$ cat config.mk
export PLATFORM = sky130hd
export DESIGN_NAME = ex_stage
export DESIGN_NICKNAME = d
export VERILOG_FILES = /design/src/rtl/ex_pkg.sv /design/src/rtl/ex_muldiv_unit.sv /design/src/rtl/ex_stage.sv
export SDC_FILE = /design/constraint.sdc
export NUM_CORES = 1
export LEC_CHECK = 0
export CORE_MARGIN = 2
export CORE_UTILIZATION = 55
export DETAILED_ROUTE_END_ITERATION = 6
export PLACE_DENSITY_LB_ADDON = 0.2
export SLEW_MARGIN = 20
export SYNTH_ARGS = -nofsm -noshare
export SYNTH_HDL_FRONTEND = slang
export SYNTH_SLANG_ARGS = --single-unit
export TNS_END_PERCENT = 10
$ cat constraint.sdc
create_clock -name vclk -period 37.1
set_clock_uncertainty 0.2 [all_clocks]
set_input_delay 11.13 -clock vclk [all_inputs]
set_output_delay 11.13 -clock vclk [all_outputs]
set_load 0.01 [all_outputs]
$ cat src/rtl/ex_pkg.sv
// ex_pkg: shared encodings for the MIPS execute stage (ALUop, funct, forwarding, mult/div FSM).
package ex_pkg;
    localparam logic [1:0] ALUOP_ADD   = 2'b00;
    localparam logic [1:0] ALUOP_SUB   = 2'b01;
    localparam logic [1:0] ALUOP_RTYPE = 2'b10;
    localparam logic [1:0] ALUOP_OR    = 2'b11;

    localparam logic [5:0] F_MFHI  = 6'h10;
    localparam logic [5:0] F_MFLO  = 6'h12;
    localparam logic [5:0] F_MULT  = 6'h18;
    localparam logic [5:0] F_MULTU = 6'h19;
    localparam logic [5:0] F_DIV   = 6'h1A;
    localparam logic [5:0] F_DIVU  = 6'h1B;
    localparam logic [5:0] F_ADD   = 6'h20;
    localparam logic [5:0] F_SUB   = 6'h22;
    localparam logic [5:0] F_AND   = 6'h24;
    localparam logic [5:0] F_OR    = 6'h25;
    localparam logic [5:0] F_NOR   = 6'h27;
    localparam logic [5:0] F_SLT   = 6'h2A;

    localparam logic [1:0] FWD_RF  = 2'b00;
    localparam logic [1:0] FWD_WB  = 2'b01;
    localparam logic [1:0] FWD_MEM = 2'b10;

    typedef enum logic [1:0] {MD_IDLE, MD_MUL, MD_DIV, MD_DONE} md_state_e;
endpackage

$ cat src/rtl/ex_muldiv_unit.sv
// ex_muldiv_unit: iterative radix-2 multiply / restoring divide on magnitudes, HI/LO registers.
module ex_muldiv_unit
    import ex_pkg::*;
#(
    parameter int DATA_W    = 32,
    parameter int MD_CYCLES = 32
) (
    input  logic              clk,
    input  logic              rst,
    input  logic              start,
    input  logic [1:0]        op,
    input  logic [DATA_W-1:0] a,
    input  logic [DATA_W-1:0] b,
    output logic [DATA_W-1:0] hi,
    output logic [DATA_W-1:0] lo,
    output logic              busy
);
    localparam int CW = MD_CYCLES > 1 ? $clog2(MD_CYCLES) : 1;

    md_state_e           state_q, state_d;
    logic [CW-1:0]       cnt_q, cnt_d;
    logic [2*DATA_W-1:0] p_q, p_d, p_step, prod;
    logic [DATA_W-1:0]   m_q, m_d, hi_q, hi_d, lo_q, lo_d, ua, ub, quo, rem;
    logic                neg_q, neg_d, negr_q, negr_d, div0_q, div0_d, sa, sb, last;
    logic [DATA_W:0]     sum, shl, diff;

    // op[1] selects divide, op[0] selects the unsigned variant
    assign sa   = ~op[0] & a[DATA_W-1];
    assign sb   = ~op[0] & b[DATA_W-1];
    assign ua   = sa ? -a : a;
    assign ub   = sb ? -b : b;
    assign last = cnt_q == CW'(MD_CYCLES - 1);

    // p_q holds {acc, multiplier} for MUL and {remainder, quotient} for DIV
    assign sum    = {1'b0, p_q[2*DATA_W-1:DATA_W]} + (p_q[0] ? {1'b0, m_q} : '0);
    assign shl    = p_q[2*DATA_W-1:DATA_W-1];
    assign diff   = shl - {1'b0, m_q};
    assign p_step = state_q == MD_MUL ? {sum, p_q[DATA_W-1:1]}
                  : diff[DATA_W]      ? {shl[DATA_W-1:0], p_q[DATA_W-2:0], 1'b0}
                  :                     {diff[DATA_W-1:0], p_q[DATA_W-2:0], 1'b1};
    assign prod   = neg_q ? -p_step : p_step;
    // divide by zero leaves the dividend in the remainder; only the quotient needs forcing
    assign quo    = div0_q ? '1 : neg_q ? -p_step[DATA_W-1:0] : p_step[DATA_W-1:0];
    assign rem    = negr_q ? -p_step[2*DATA_W-1:DATA_W] : p_step[2*DATA_W-1:DATA_W];

    always_comb begin
        state_d = state_q;
        cnt_d   = cnt_q;
        p_d     = p_q;
        m_d     = m_q;
        neg_d   = neg_q;
        negr_d  = negr_q;
        div0_d  = div0_q;
        hi_d    = hi_q;
        lo_d    = lo_q;
        case (state_q)
            MD_IDLE: if (start) begin
                state_d = op[1] ? MD_DIV : MD_MUL;
                cnt_d   = '0;
                p_d     = {{DATA_W{1'b0}}, op[1] ? ua : ub};
                m_d     = op[1] ? ub : ua;
                neg_d   = sa ^ sb;
                negr_d  = sa;
                div0_d  = op[1] & ~|b;
            end
            MD_MUL, MD_DIV: begin
                p_d   = p_step;
                cnt_d = cnt_q + CW'(1);
                if (last) begin
                    state_d      = MD_DONE;
                    {hi_d, lo_d} = state_q == MD_MUL ? prod : {rem, quo};
                end
            end
            default: state_d = MD_IDLE;
        endcase
    end

    always_ff @(negedge clk or posedge rst) begin
        if (rst) begin
            state_q <= MD_IDLE;
            cnt_q   <= '0;
            p_q     <= '0;
            m_q     <= '0;
            neg_q   <= 1'b0;
            negr_q  <= 1'b0;
            div0_q  <= 1'b0;
            hi_q    <= '0;
            lo_q    <= '0;
        end else begin
            state_q <= state_d;
            cnt_q   <= cnt_d;
            p_q     <= p_d;
            m_q     <= m_d;
            neg_q   <= neg_d;
            negr_q  <= negr_d;
            div0_q  <= div0_d;
            hi_q    <= hi_d;
            lo_q    <= lo_d;
        end
    end

    assign busy = state_q == MD_MUL || state_q == MD_DIV || (state_q == MD_IDLE && start);
    assign hi   = hi_q;
    assign lo   = lo_q;
endmodule

$ cat src/rtl/ex_stage.sv
// ex_stage: MIPS EX stage - operand forwarding, ALU, destination select, optional mult/div.
// Define EX_MULDIV_EN to build the mult/div unit with HI/LO and the busy stall.
module ex_stage
    import ex_pkg::*;
#(
    parameter int DATA_W    = 32,
    parameter int MD_CYCLES = 32
) (
    input  logic              clk,
    input  logic              rst,
    input  logic [DATA_W-1:0] X_readData1,
    input  logic [DATA_W-1:0] X_readData2,
    input  logic [DATA_W-1:0] X_signExtend,
    input  logic [4:0]        X_rt,
    input  logic [4:0]        X_rd,
    input  logic [3:0]        X_EX,
    input  logic [5:0]        X_funct,
    input  logic [1:0]        forwardA,
    input  logic [1:0]        forwardB,
    input  logic [DATA_W-1:0] M_aluResult,
    input  logic [DATA_W-1:0] W_writeData,
    output logic [DATA_W-1:0] E_aluResult,
    output logic [DATA_W-1:0] E_writeData,
    output logic [4:0]        E_writeReg,
    output logic              E_zero,
    output logic              E_busy
);
    logic [1:0]        alu_op;
    logic [DATA_W-1:0] op_a, op_b, alu;

    assign alu_op      = X_EX[2:1];
    assign op_a        = forwardA == FWD_MEM ? M_aluResult : forwardA == FWD_WB ? W_writeData : X_readData1;
    assign E_writeData = forwardB == FWD_MEM ? M_aluResult : forwardB == FWD_WB ? W_writeData : X_readData2;
    assign op_b        = X_EX[0] ? X_signExtend : E_writeData;
    assign E_writeReg  = X_EX[3] ? X_rd : X_rt;

`ifdef EX_MULDIV_EN
    logic [DATA_W-1:0] hi, lo;

    ex_muldiv_unit #(.DATA_W(DATA_W), .MD_CYCLES(MD_CYCLES)) u_muldiv (
        .clk   (clk),
        .rst   (rst),
        .start (alu_op == ALUOP_RTYPE && X_funct inside {F_MULT, F_MULTU, F_DIV, F_DIVU}),
        .op    (X_funct[1:0]),
        .a     (op_a),
        .b     (op_b),
        .hi    (hi),
        .lo    (lo),
        .busy  (E_busy)
    );
`else
    logic unused_clk_rst;

    assign unused_clk_rst = clk ^ rst;
    assign E_busy         = 1'b0;
`endif

    // mult/div functs fall through to the default and return 0
    always_comb begin
        alu = '0;
        if (alu_op == ALUOP_ADD) alu = op_a + op_b;
        else if (alu_op == ALUOP_SUB) alu = op_a - op_b;
        else if (alu_op == ALUOP_OR) alu = op_a | op_b;
        else
            case (X_funct)
                F_ADD:   alu = op_a + op_b;
                F_SUB:   alu = op_a - op_b;
                F_AND:   alu = op_a & op_b;
                F_OR:    alu = op_a | op_b;
                F_NOR:   alu = ~(op_a | op_b);
                F_SLT:   alu = {{(DATA_W-1){1'b0}}, $signed(op_a) < $signed(op_b)};
`ifdef EX_MULDIV_EN
                F_MFHI:  alu = hi;
                F_MFLO:  alu = lo;
`endif
                default: alu = '0;
            endcase
    end

    assign E_aluResult = alu;
    assign E_zero      = ~|alu;
endmodule

; ---- Word-level counts from Yosys, hierarchy flattened
; Index checks and enable logic that the tools add are counted.
; Widths: inputs -> output; s select.
[classes]
addsub = 2
n_mul = 0
n_div = 0
order_cmp = 1
n_eq_ne = 12
n_shift = 0
n_mux = 10
n_bitwise = 3
n_reduce_logical = 3
[op_table]
columns = op, n
row1 = $mux 32, 8
row2 = $pmux 32 s6, 1
row3 = $eq 6x6->1 const B, 6
row4 = $add 32x32->32, 1
row5 = $and 32x32->32, 1
row6 = $lt 32x32->1, 1
row7 = $not 32->32, 1
row8 = $or 32x32->32, 1
row9 = $reduce_or 32->1, 1
row10 = $sub 32x32->32, 1
row11 = $eq 2x1->1 const B, 3
row12 = $eq 2x2->1 const B, 3
row13 = $mux 5, 1
row14 = $logic_not 2->1, 1
row15 = $logic_not 1->1, 1
[word_totals]
ff_bits = 0
latch_bits = 0
mem_bits_rw = 0
mem_bits_ro = 0
out_inout_bits = 71
memories = 0

; ---- Longest topological paths before layout
; Gate-level depths: netlist of run 1.
[depth]
depth_word = 12
ltp_mapped = 20

; ---- Worst setup path after synthesis of run 1
; OpenSTA, ideal clock, no wires.
[synth_timing]
path_kind = input -> output
from = input forwardB[0]
to = output E_zero
t_arrival_ns = 16.094
t_required_ns = 25.770
slack_ns = 9.676
cell_stages = 18
path_cell_list = clkbuf_1 > buf_1 > mux2_2 > o21ai_0 > o21ai_0 > ha_1 > buf_6 > or4_4 > or3_4 > o221ai_4 > nor4_1 > o31a_1 > or4_4 > a21oi_1 > o21ai_0 > o2bb2ai_1 > or4_1 > nor4_2
[synth_between]
elab_chain_len = 12
[synth_rtl]
columns = element, line_no
row1 = from (decl), ex_stage.sv:19  ; input logic [1:0] forwardB,
row2 = $eq 2x1->1, ex_stage.sv:33  ; assign E_writeData = forwardB == FWD_MEM ? M_aluResult : forwardB == FWD_WB ? W_writeData : X_readData2;
row3 = $mux 32, ex_stage.sv:33
row4 = $mux 32 *, ex_stage.sv:33
row5 = $mux 32 *, ex_stage.sv:34  ; assign op_b = X_EX[0] ? X_signExtend : E_writeData;
row6 = branches (longest 5 deep; another with $sub 32x32->32), n/a
row7 = $mux 32 *, ex_stage.sv:61  ; if (alu_op == ALUOP_ADD) alu = op_a + op_b;
row8 = named net E_aluResult[0], ex_stage.sv:22  ; output logic [DATA_W-1:0] E_aluResult,
row9 = $reduce_or 32->1 *, ex_stage.sv:81  ; assign E_zero = ~|alu;
row10 = $logic_not 1->1 *, ex_stage.sv:81
row11 = to (decl), ex_stage.sv:25  ; output logic E_zero,
; Mark *: on every way through the listed nets, which the timed path passes.

; ---- Worst setup path in the final report of run 1
[layout_timing]
from = input forwardA[1]
to = output E_zero
[layout_between]
elab_chain_len = 11
[layout_rtl]
columns = element, line_no
row1 = from (decl), ex_stage.sv:18  ; input logic [1:0] forwardA,
row2 = $eq 2x1->1, ex_stage.sv:32  ; assign op_a = forwardA == FWD_MEM ? M_aluResult : forwardA == FWD_WB ? W_writeData : X_readData1;
row3 = $mux 32, ex_stage.sv:32
row4 = $mux 32 *, ex_stage.sv:32
row5 = branches (longest 5 deep; another with $sub 32x32->32), n/a
row6 = $mux 32 *, ex_stage.sv:61
row7 = $reduce_or 32->1 *, ex_stage.sv:81
row8 = $logic_not 1->1 *, ex_stage.sv:81
; Every way passes the cells marked *.

==> results.json, run 1 <==
{
  "floorplan.die_area_um2": 17640,
  "syn_nets": 1697,
  "post-route-util_pct": 71.08,
  "maxCapViolCount": 0,
  "die_width_um": 132.8,
  "worstPathRequired_ps": 25770,
  "start_util_pct": 55.64,
  "yosys.area.top_type": "ha_1",
  "portBuffers": 254,
  "p_leak_nw": 4.942,
  "fin_crit_sh_pct": 80.21,
  "ctsHoldBuffers": 0,
  "synth_area_um2": 9129,
  "finalSetupTns_ps": 0,
  "first_pass_iters": 7,
  "relSlewSlack_pct": 23.11,
  "place_congestion": 1.052,
  "cts_resized": 0,
  "vias_per_cell": 6.707,
  "io_pins": 257,
  "seqCellArea_um2": 0,
  "vias": 12110,
  "area_delta_synth_final_pct": 27.75,
  "syn_inst": 1413,
  "crit_path_start_kind": "primary input",
  "drv_slew": 0,
  "power_density_nw_per_um2": 24.15,
  "grt_max_degree": 65,
  "hold_violations": 0,
  "rsz0062_at_grt": "false",
  "final.clkbuf_count": 0,
  "ys_types": 89,
  "coreArea_um2": 16410,
  "ir_drop_uv": 14.32,
  "fin_crit_ps": 29760,
  "die_h_um": 132.8,
  "yosysSeqAreaShare_pct": 0,
  "worstPathArrival_ps": 18430,
  "hpwlAfterDp_um": 32300,
  "wirelength_um": 41100,
  "hold_path.class": "in -> out",
  "crit_type": "in -> out",
  "power_w": 0.0002816,
  "grt_first_pass_wirelength_um": 62390,
  "failed_checks": "design-rule violations",
  "track_usage_pct": 43.94,
  "status": "finished with violations",
  "max_freq_ghz": 0.03360,
  "cts_setup_buffers": 0,
  "syn_avg_cell_area_um2": 6.461,
  "synthTopCellsByArea": "ha_1 (13%), mux2_2 (8.6%), o21ai_0 (8.1%)",
  "nNetsFinal": 1870,
  "rows": 47,
  "antenna_left": 0,
  "synth_top_area_share_pct": 13.16,
  "yosys_warnings": 0,
  "drt-wirelength-per-cell_um": 22.77,
  "crit_fanout": 64,
  "end_kind": "output port",
  "drc_errors": 3,
  "grt_pass1_vias": 11540,
  "n_fill_cell": 1354,
  "setup_viol": 0,
  "drtIter0Drc": 1666,
  "drive_above_1_share_pct": 7.576,
  "grt.overflow.total": 0,
  "seq_cells": 0,
  "worstMarginPinSlew_ps": 1141,
  "antenna_found_initial": 1
}
==> metal layers <==
layer  part of all wire, %  wire length, µm  global-route usage, %
met5                     0                0                      0
met4                   5.9             2432                  20.01
met3                    13             5331                  11.80
met2                    43            17570                  69.89
met1                    38            15770                  55.37
==> critical path: stages <==
cell and delay (ps):
buf_2 80, buf_4 680, mux2_2 410, o21ai_0 820
inv_1 160, ha_1 370, a211oi_2 90, o31ai_1 620
a221oi_1 340, o41ai_2 660, xnor2_1 230, o21ai_0 400
o31ai_1 160, nor4_1 530, o211ai_1 280, or4_1 650
nor4_2 180, clkdlybuf4s50_1 580
==> synthesized netlist by cell type (7+ instances only) <==
library cell	instances
ha_1	96
a21oi_1	90
o31a_1	7
o211ai_1	8
clkbuf_1	74
o21a_1	12
or2_2	8
o31ai_1	22
or3_1	12
and3_1	8
mux2_2	70
o22ai_1	17
o21ai_0	148
nand2_1	170
a221oi_1	12
o21ai_1	7
nor2_1	88
buf_1	18
a211oi_1	8
nor2b_1	14
inv_1	130
nor3_1	29
o21bai_1	12
a21o_1	10
mux2i_1	69
o221ai_1	8
a22oi_1	18
nor4_1	16
xnor2_1	49
nand4_1	8
and2_1	10
a31oi_1	15
nand2b_1	9
nand3_1	22
==> through the flow <==
| stage | cell area [µm²] | std cells | hold WS (ps) | worst slack (ps) |
|---|---|---|---|---|
| finish | 11660 | 1805 | 23170 | 7342 |
| global route | 11660 | 1805 | 23200 | 7137 |
| CTS | 11650 | 1804 | 23170 | 7773 |
| detailed placement | 11650 | 1804 | 23170 | 7764 |
| global placement | 11650 | 1804 | 23160 | 7705 |
| floorplan | 9129 | 1413 | 22210 | 9676 |
==> area by class of cell <==
type | instances | area, µm² | share of cell area (%)
multi-input combinational | 1178 | 8240 | 70.66
antenna | 1 | 2.502 | 0.02146
tap | 220 | 275.3 | 2.360
timing repair buffer | 269 | 2630 | 22.55
inverter | 137 | 514.2 | 4.409
==> kinds of logic after synthesis <==
logic type,after synthesis,synth area share [%]
AOI/OAI and AO/OA,457,32.50
and+or+nand+nor,427,22.40
buffers and inverters,235,9.868
muxes,140,16.32
adders and majority gates,98,13.60
xor gates and xnor gates,55,5.277
other,1,0.04108
==> power breakdown <==
| part | internal, W | total, W | switching [W] |
|---|---|---|---|
| registers | 0 | 0 | 0 |
| logic | 0.000118 | 0.000282 | 0.000164 |
| clock network | 0.00000000000360 | 0.00000000000361 | 0 |
==> final timing paths <==
| check | from | end | slack [ps] | cells after the start |
|---|---|---|---|---|
| worst max-delay path | forwardA[1] | E_zero | 7340 | 18 |
| worst min-delay path | X_rt[1] | E_writeReg[1] | 23170 | 3 |
==> placed cells by master (no fill, tap or decap), types with 15 or more instances in the layout <==
master / count
a21oi_1: 90
nor4_1: 16
buf_4: 15
xnor2_1: 49
nand2_1: 170
o31ai_1: 22
a22oi_1: 18
nor3_1: 29
o21ai_0: 148
nor2_1: 88
mux2_2: 70
nand3_1: 22
ha_1: 96
clkdlybuf4s50_1: 249
mux2i_1: 69
inv_1: 130
o22ai_1: 17
No activity file was read; power rests on OpenSTA's default activity.
==> run 2, diff against run 1 <==
- CORE_UTILIZATION: 55 -> 46
- clock period: 37.1 -> 26 ns (I/O delays scaled with it)
==> run 2 against run 1 <==
Compared with the run above: critical path depth unchanged; the flow now finishes without violations; largest cell class unchanged; critical endpoint unchanged; clock-buffer cell count unchanged; non-clock buffer count down 2; combinational power up 43%; critical path type unchanged; sequential share of layout area unchanged; utilization down 11 points.
==> results.json, run 2 (same netlist as run 1, synthesis figures left out) <==
{
  "grt_first_pass_wirelength_um": 60300,
  "cts_resized": 0,
  "cts_setup_buffers": 0,
  "rsz0062_at_grt": "false",
  "hold_path.class": "in -> out",
  "worstPathArrival_ps": 15260,
  "layoutNonFillerInstCount": 1848,
  "nNetsFinal": 1868,
  "die_h_um": 144.9,
  "coreArea_um2": 19460,
  "start_util_pct": 46.90,
  "final_cell_mix": "clkdlybuf4s50_1 (249), nand2_1 (170), o21ai_0 (147)",
  "p_sw_w": 0.0002338,
  "power_frac_seq_pct": 0,
  "rows": 51,
  "portBuffers": 254,
  "place_area_um2": 11700,
  "first_pass_iters": 5,
  "hpwlAfterDp_um": 32330,
  "setup_viol": 0,
  "crit_fanout": 36,
  "layout_commonest_cell": "clkdlybuf4s50_1",
  "power_density_nw_per_um2": 34.37,
  "end_kind": "output port",
  "fin_crit_sh_pct": 89.45,
  "p_leak_nw": 4.931,
  "setup_slack_ps": 2743,
  "grt_pass1_vias": 10700,
  "antenna_left": 0,
  "track_usage_pct": 36.95,
  "ir_drop_uv": 15.33,
  "power_frac_clock_pct": 0,
  "vias": 11630,
  "relSlewSlack_pct": 23.23,
  "area_delta_synth_final_pct": 28.14,
  "crit_path_start_kind": "primary input",
  "antenna_found_initial": 1,
  "wirelength_um": 40730,
  "finalSetupTns_ps": 0,
  "drtIter0Drc": 1097,
  "worstPathRequired_ps": 18000,
  "grt_max_degree": 65,
  "status": "completed",
  "p_comb_share_pct": 100.0,
  "io_pins": 257,
  "grt.overflow.total": 0,
  "seq_cells": 0,
  "drive_above_1_share_pct": 7.396,
  "floorplan.die_area_um2": 20990,
  "final.clkbuf_count": 0,
  "place_congestion": 1.041,
  "power.internal_w": 0.0001682,
  "max_freq_ghz": 0.04300,
  "die_width_um": 144.9,
  "dp_cells": 1847,
  "drc_errors": 0,
  "seqCellArea_um2": 0,
  "drv_slew": 0,
  "ctsHoldBuffers": 0,
  "fin_area_um2": 11700,
  "vias_per_cell": 6.291,
  "fin_crit_ps": 23260,
  "maxCapViolCount": 0,
  "crit_type": "in -> out",
  "swShare_pct": 58.16,
  "worstMarginPinSlew_ps": 1139,
  "hold_violations": 0,
  "n_fill_cell": 1912,
  "drt-wirelength-per-cell_um": 22.04,
  "place_ws_ps": 3024
}
run 2: worst max-delay path, stage by stage:
cell and delay [ps]:
buf_2 710, buf_4 530, mux2_2 380, o21ai_0 830, inv_1 180, ha_1 550
inv_1 210, nor4_1 300, a221oi_1 220, o41ai_2 670, xnor2_1 240, o21ai_0 530
o31ai_1 150, nor4_1 380, o211ai_1 210, or4_1 620, nor4_2 150, clkdlybuf4s50_1 570
run 2: worst paths after layout:
kind               startpoint  depth (start not counted)            end
hold / removal        X_rd[0]                          3  E_writeReg[0]
setup / recovery  forwardA[1]                         18         E_zero
run 2: cell type report:
type / instances / area, µm² / share of cell area [%]
antenna: 1 / 2.502 / 0.02139
inverter: 137 / 514.2 / 4.396
multi-input combinational: 1178 / 8234 / 70.39
tap: 265 / 331.6 / 2.835
timing repair buffer: 267 / 2615 / 22.36
run 2: power groups by stage:
stage,Combinational (W),Sequential [W],Clock (W)
final,0.000402,0,0.00000000000518
after global routing,0.000430,0,0.00000000000517
after CTS,0.000390,0,0
after detailed placement,0.000389,0,0
after global placement,0.000386,0,0
after floorplan,0.000245,0,0
run 2: per-stage QoR:
step / util (%) / hold slack, ps / power, W
final: 60.10 / 16520 / 0.0004021
after global routing: 60.10 / 16520 / 0.0004304
after CTS: 60.09 / 16520 / 0.0003905
after detailed placement: 60.09 / 16510 / 0.0003886
after global placement: 60.09 / 16500 / 0.0003859
after floorplan: - / 15550 / 0.0002454
run 2: routing by layer:
layer | GRT usage, % | vias to the layer above | wire length, µm
met2 | 59.16 | 688 | 17970
li1 | - | 5436 | -
met1 | 50.01 | 5387 | 16890
met5 | 0 | - | 0
met4 | 10.53 | 0 | 1364
met3 | 7.667 | 114 | 4510
